==> src/rtl/pipe_pkg.sv <==
// Shared definitions for inter-stage pipeline registers: default widths,
// the canonical stage payload layout and side-effect flag bit positions.
package pipe_pkg;

    localparam int PIPE_DATA_W = 64;
    localparam int PIPE_FLAG_W = 2;
    localparam int PIPE_PERF_W = 32;

    localparam int FLAG_RF_WE  = 0;
    localparam int FLAG_MEM_RE = 1;

    typedef struct packed {
        logic [31:0] alu_res;
        logic [4:0]  rf_waddr;
        logic [31:0] pc;
        logic [31:0] inst;
    } stage_payload_t;

    typedef enum logic [1:0] {
        MAIN_HOLD,
        MAIN_FROM_IN,
        MAIN_FROM_SKID,
        MAIN_CLEAR
    } main_op_e;

    typedef enum logic [1:0] {
        SKID_HOLD,
        SKID_FROM_IN,
        SKID_CLEAR
    } skid_op_e;

endpackage

==> src/rtl/pipe_skid_entry.sv <==
// One pipeline-register slot: valid bit plus payload and flags.
// A load always wins over a clear; payload changes only on a load.
module pipe_skid_entry #(
    parameter int DATA_W = 64,
    parameter int FLAG_W = 2
) (
    input  logic              clk,
    input  logic              rst_n,
    input  logic              load,
    input  logic              clear,
    input  logic [DATA_W-1:0] load_d,
    input  logic [FLAG_W-1:0] load_f,
    output logic              valid,
    output logic [DATA_W-1:0] data,
    output logic [FLAG_W-1:0] flags
);

    logic              v_d, v_q;
    logic [DATA_W-1:0] d_d, d_q;
    logic [FLAG_W-1:0] f_d, f_q;

    always_comb begin
        // NOTE: every signal written here gets a hold default first, so no path infers a latch.
        v_d = v_q;
        d_d = d_q;
        f_d = f_q;
        if (load) begin
            v_d = 1'b1;
            d_d = load_d;
            f_d = load_f;
        end else if (clear) begin
            v_d = 1'b0;
        end
    end

    // NOTE: payload registers are reset as well, so out_data reads a defined 0 after reset.
    always_ff @(posedge clk or negedge rst_n) begin
        if (!rst_n) begin
            v_q <= 1'b0;
            d_q <= '0;
            f_q <= '0;
        end else begin
            // NOTE: non-blocking assignments so every flop samples pre-edge values.
            v_q <= v_d;
            d_q <= d_d;
            f_q <= f_d;
        end
    end

    assign valid = v_q;
    assign data  = d_q;
    assign flags = f_q;

endmodule

==> src/rtl/pipe_skid_reg.sv <==
// Two-entry skid pipeline register with registered in_ready, synchronous flush
// and valid-masked side-effect flags. Define PIPE_SKID_PERF_EN for perf counters.
module pipe_skid_reg
    import pipe_pkg::*;
#(
    parameter int DATA_W = PIPE_DATA_W,
    parameter int FLAG_W = PIPE_FLAG_W
`ifdef PIPE_SKID_PERF_EN
    ,
    parameter int PERF_W = PIPE_PERF_W
`endif
) (
    input  logic              clk,
    input  logic              rst_n,
    input  logic              flush,
    input  logic              in_valid,
    output logic              in_ready,
    input  logic [DATA_W-1:0] in_data,
    input  logic [FLAG_W-1:0] in_flags,
    output logic              out_valid,
    input  logic              out_ready,
    output logic [DATA_W-1:0] out_data,
    output logic [FLAG_W-1:0] out_flags
`ifdef PIPE_SKID_PERF_EN
    ,
    output logic [PERF_W-1:0] perf_stall_cnt,
    output logic [PERF_W-1:0] perf_flush_cnt
`endif
);

    logic              main_v, skid_v;
    logic [DATA_W-1:0] main_d, skid_d;
    logic [FLAG_W-1:0] main_f, skid_f;

    logic              acc, deq;
    main_op_e          main_op;
    skid_op_e          skid_op;

    logic              main_load, main_clear;
    logic [DATA_W-1:0] main_load_d;
    logic [FLAG_W-1:0] main_load_f;
    logic              skid_load, skid_clear;
    logic              skid_v_next;
    logic              in_ready_d, in_ready_q;

    assign acc = in_valid & in_ready_q;
    assign deq = main_v & out_ready;

    // Skid is only ever occupied while main is, so main empty implies skid empty.
    always_comb begin
        main_op = MAIN_HOLD;
        skid_op = SKID_HOLD;
        if (flush) begin
            main_op = MAIN_CLEAR;
            skid_op = SKID_CLEAR;
        end else if (!main_v) begin
            if (acc) main_op = MAIN_FROM_IN;
        end else if (deq) begin
            if (skid_v) begin
                main_op = MAIN_FROM_SKID;
                skid_op = acc ? SKID_FROM_IN : SKID_CLEAR;
            end else begin
                main_op = acc ? MAIN_FROM_IN : MAIN_CLEAR;
            end
        end else if (acc) begin
            skid_op = SKID_FROM_IN;
        end
    end

    always_comb begin
        main_load   = (main_op == MAIN_FROM_IN) || (main_op == MAIN_FROM_SKID);
        main_clear  = (main_op == MAIN_CLEAR);
        main_load_d = (main_op == MAIN_FROM_SKID) ? skid_d : in_data;
        main_load_f = (main_op == MAIN_FROM_SKID) ? skid_f : in_flags;
        skid_load   = (skid_op == SKID_FROM_IN);
        skid_clear  = (skid_op == SKID_CLEAR);

        skid_v_next = skid_v;
        if (skid_load)       skid_v_next = 1'b1;
        else if (skid_clear) skid_v_next = 1'b0;
        in_ready_d = ~skid_v_next;
    end

    pipe_skid_entry #(
        .DATA_W (DATA_W),
        .FLAG_W (FLAG_W)
    ) u_main (
        .clk    (clk),
        .rst_n  (rst_n),
        .load   (main_load),
        .clear  (main_clear),
        .load_d (main_load_d),
        .load_f (main_load_f),
        .valid  (main_v),
        .data   (main_d),
        .flags  (main_f)
    );

    pipe_skid_entry #(
        .DATA_W (DATA_W),
        .FLAG_W (FLAG_W)
    ) u_skid (
        .clk    (clk),
        .rst_n  (rst_n),
        .load   (skid_load),
        .clear  (skid_clear),
        .load_d (in_data),
        .load_f (in_flags),
        .valid  (skid_v),
        .data   (skid_d),
        .flags  (skid_f)
    );

    // Dedicated flop keeps in_ready free of any combinational path from out_ready.
    always_ff @(posedge clk or negedge rst_n) begin
        if (!rst_n) in_ready_q <= 1'b1;
        else        in_ready_q <= in_ready_d;
    end

    assign in_ready  = in_ready_q;
    assign out_valid = main_v;
    assign out_data  = main_d;
    assign out_flags = main_f & {FLAG_W{main_v}};

`ifdef PIPE_SKID_PERF_EN
    logic [PERF_W-1:0] stall_cnt_d, stall_cnt_q;
    logic [PERF_W-1:0] flush_cnt_d, flush_cnt_q;

    always_comb begin
        stall_cnt_d = stall_cnt_q;
        flush_cnt_d = flush_cnt_q;
        if (main_v && !out_ready)          stall_cnt_d = stall_cnt_q + PERF_W'(1);
        if (flush && (main_v || skid_v))   flush_cnt_d = flush_cnt_q + PERF_W'(1);
    end

    always_ff @(posedge clk or negedge rst_n) begin
        if (!rst_n) begin
            stall_cnt_q <= '0;
            flush_cnt_q <= '0;
        end else begin
            stall_cnt_q <= stall_cnt_d;
            flush_cnt_q <= flush_cnt_d;
        end
    end

    assign perf_stall_cnt = stall_cnt_q;
    assign perf_flush_cnt = flush_cnt_q;
`endif

    a_skid_implies_main : assert property (@(posedge clk) disable iff (!rst_n)
        !(skid_v && !main_v));
    a_no_acc_when_skid_full : assert property (@(posedge clk) disable iff (!rst_n)
        !(skid_v && acc));

endmodule

==> config.mk <==
export PLATFORM = sky130hd
export DESIGN_NAME = pipe_skid_reg
export DESIGN_NICKNAME = d
export VERILOG_FILES = /design/src/rtl/pipe_pkg.sv /design/src/rtl/pipe_skid_entry.sv /design/src/rtl/pipe_skid_reg.sv
export SDC_FILE = /design/constraint.sdc
export NUM_CORES = 1
export LEC_CHECK = 0
export BUFFER_PORTS_ARGS = -buffer_cell sky130_fd_sc_hd__buf_4
export CORE_MARGIN = 3
export CORE_UTILIZATION = 57
export CTS_CLUSTER_SIZE = 30
export DETAILED_ROUTE_END_ITERATION = 10
export PLACE_DENSITY_LB_ADDON = 0.12
export SLEW_MARGIN = 20
export SYNTH_ARGS = -nofsm -noshare
export SYNTH_HDL_FRONTEND = slang
export SYNTH_SLANG_ARGS = --single-unit
==> constraint.sdc <==
create_clock -name clk -period 6.5 [get_ports clk]
set_input_delay 0.975 -clock clk [delete_from_list [all_inputs] [get_ports clk]]
set_output_delay 0.975 -clock clk [all_outputs]
set_load 0.005 [all_outputs]
==> impl_metrics.json <==
{
  "multiInputGateArea_mm2": 0.00214,
  "grt_pass1_wl_um": 19100,
  "finalHoldViolations": 0,
  "final_core_util_pct": 77.7,
  "regArea_mm2": 0.00338,
  "dieArea_mm2": 0.0112,
  "r2r_cells": 6,
  "gp_congestion": 0.777,
  "cts_hold_buf": 0,
  "crit_path_frequent_cell": "buf_4",
  "synth-simple-area-share_pct": 5.38,
  "fin_crit_ps": 2980,
  "synth_top_cell_by_area": "dfrtp_1",
  "num_rows": 35,
  "start_util_pct": 60.0,
  "slew_headroom_pct": 38.5,
  "ys_seq_elements": 135,
  "worstPathCellList": "buf_4 > nand2_1 > nor2_1 > a211oi_1 > ha_4 > buf_4 > mux2i_1 > o21ai_0",
  "clock_skew_ps": 8.96,
  "cellLeakagePower_nw": 3.36,
  "grt_max_degree": 134,
  "first_global_vias": 3980,
  "fin_setup_tns_ps": 0,
  "avgSynthCellArea_um2": 12.7,
  "cp.depth": 8,
  "worst_slew_pin_slew_ps": 923,
  "syn_area_mm2": 0.00568,
  "combPwrFrac_pct": 29.3,
  "seqPwrFrac_pct": 43.5,
  "grt_busiest_layer": "met2",
  "core_mm2": 0.00946,
  "io_pins": 139,
  "maxCapViolCount": 0,
  "drive_above_1_share_pct": 34.6,
  "cp.required_ps": 6850,
  "vias": 3827,
  "routed_wl_um": 11600,
  "clkTransAtPathRegs_ps": 60,
  "fill_cells": 631,
  "async_flop_share_pct": 100,
  "crit_type": "in2reg",
  "synthAdderAreaFrac_pct": 0.441,
  "period_share_pct": 45.8,
  "nNetsFinal": 652,
  "cts_buffer_depth": 2,
  "status": "completed",
  "cts_tree": "done",
  "power.density_mw_per_mm2": 463,
  "rrSetupSlack_ps": 3730,
  "die_w_um": 106,
  "critPathLaunch": "in_valid",
  "grt_antenna_before_repair": 0,
  "die_h_um": 106,
  "ys_warn_count": 0,
  "root_buffer": "clkbuf_8",
  "cts_setup_buffers": 0,
  "overflow": 0,
  "ys_seq_area_share_pct": 59.5,
  "slew_viol_final": 0,
  "vias_per_cell": 5.32,
  "switching_power_w": 0.00101,
  "htree_num_levels": 4,
  "synth_xor_area_share_pct": 0,
  "pwr-share-clk_pct": 27.2,
  "cpPeakStageDelay_ps": 700,
  "critPathLaunchType": "input port",
  "cp_num_buf_inv": 2,
  "endpoint_kind": "flip-flop",
  "grt_use_met1_pct": 27.8,
  "synth_top_family_by_area": "multiplexers",
  "syn_inst": 448,
  "setup_violations": 0,
  "yosys.area.top_type_share_pct": 59.0,
  "synth_compound_area_share_pct": 6.76,
  "synthTopCellsByCount": "134 x dfrtp_1, 67 x mux2i_1, 67 x nand2_1",
  "synth_area_leaders": "dfrtp_1 59%, mux2i_1 12%, mux2_1 7.9%",
  "rsz0062_at_grt": "no",
  "critical_path.top_delay_family": "buffers and inverters",
  "crit_end": "u_main.data[47]",
  "syn_nets": 521,
  "r2r_start": "u_main.valid",
  "drc_errors": 0,
  "synth-edff-count": 0,
  "crit_arrival_ps": 3330,
  "rr_endpoint": "u_main.data[47]",
  "ctsResizeCount": 0,
  "dr.pass1.iters": 4,
  "place_hpwl_um": 7450,
  "grt_util_all_layers_pct": 21.4,
  "clk_latency_ps": 510,
  "ys.flop_type": "dfrtp_1",
  "cp_max_fo": 43,
  "yosysMostFrequentCell": "dfrtp_1",
  "hold_class": "in2async",
  "crit_path_top_delay_cell": "buf_4",
  "initialDrtViolationCount": 216,
  "port_buffers": 138,
  "n_antenna_cell": 0,
  "synthToLayoutAreaGrowth_pct": 29.4,
  "grt_util_met2_pct": 34.6,
  "final_antenna_net_count": 0,
  "cts-buffers-inserted": 17,
  "synth_cell_types": 24,
  "irDropWorstVdd_mv": 0.242,
  "use_met3_pct": 6.74,
  "synthMuxAreaShare_pct": 24.9,
  "routedWlPerCell_um": 16.1,
  "p_int_w": 0.00240,
  "clock_sink_count": 135,
  "switching_share_pct": 29.6,
  "fmax_ghz": 0.336
}
-- worst min-delay path by stage --
stage / from / endpoint / cells after the start
after floorplan: u_main.flags[0] / u_main.flags[0] / 2
after global placement: u_skid.data[4] / u_skid.data[4] / 1
after detailed placement: u_main.data[60] / u_main.data[60] / 2
after CTS: rst_n / u_main.data[9] / 1
after global routing: rst_n / u_main.data[10] / 1
final: rst_n / u_skid.data[4] / 1
-- state kept, by name, indices dropped and copies added (netlist names) --
signal        count
u_skid.data      64
u_main.flags      2
in_ready          1
u_main.data      64
u_skid.valid      1
u_main.valid      1
u_skid.flags      2
-- per-stage QoR --
step | hold WS, ps | total power, W | setup WS, ps | instance area, µm² | cells
3_5_place_dp | 474 | 0.00249 | 2930 | 6750 | 688
2_1_floorplan | 442 | 0.00197 | 3780 | 5680 | 448
5_1_grt | 470 | 0.00362 | 3330 | 7350 | 719
4_1_cts | 444 | 0.00342 | 3470 | 7320 | 718
6_report | 439 | 0.00340 | 3520 | 7350 | 719
3_3_place_gp | 466 | 0.00243 | 3020 | 6750 | 688
-- final cells by class --
class,count,share of cell area (%)
Sequential cell,135,46.0
Multi-Input combinational cell,282,29.1
Timing Repair Buffer,142,14.8
Clock buffer,18,5.69
Tap cell,129,2.20
Clock inverter,12,2.13
Inverter,1,0.0511
-- power by group through the flow --
| stage | Combinational [W] | Clock, W | Sequential (W) |
|---|---|---|---|
| finish | 0.000998 | 0.000924 | 0.00148 |
| detailed placement | 0.00100 | 0 | 0.00149 |
| floorplan | 0.000527 | 0 | 0.00145 |
| CTS | 0.00101 | 0.000938 | 0.00148 |
| global route | 0.00111 | 0.000976 | 0.00153 |
| global placement | 0.000963 | 0 | 0.00146 |
-- per-layer routing --
metal	routed length, µm	vias to the layer above
li1	-	1820
met1	4960	1894
met2	5780	103
met3	745	10
met4	105	0
met5	0	-
-- cell families after synthesis --
kind of cell	Yosys count
compound gates	73
fa+ha+maj	2
simple gates	74
mux	133
flops	135
buf+inv	31
-- cells in the final DEF (no fill, tap or decap), drive strengths merged --
master,n
buf,142
dfrtp,134
nand2,67
mux2i,67
o21ai,66
mux2,66
clkbuf,18
clkinv,5
clkinvlp,4
bufinv,3
nor2,2
a31oi,2
and2,2
ha,2
nor2b,1
a211oi,1
or2,1
a31o,1
a21boi,1
o21ba,1
o21bai,1
inv,1
nor4,1
dfstp,1
Note: power is estimated with default switching activity, not from simulation.
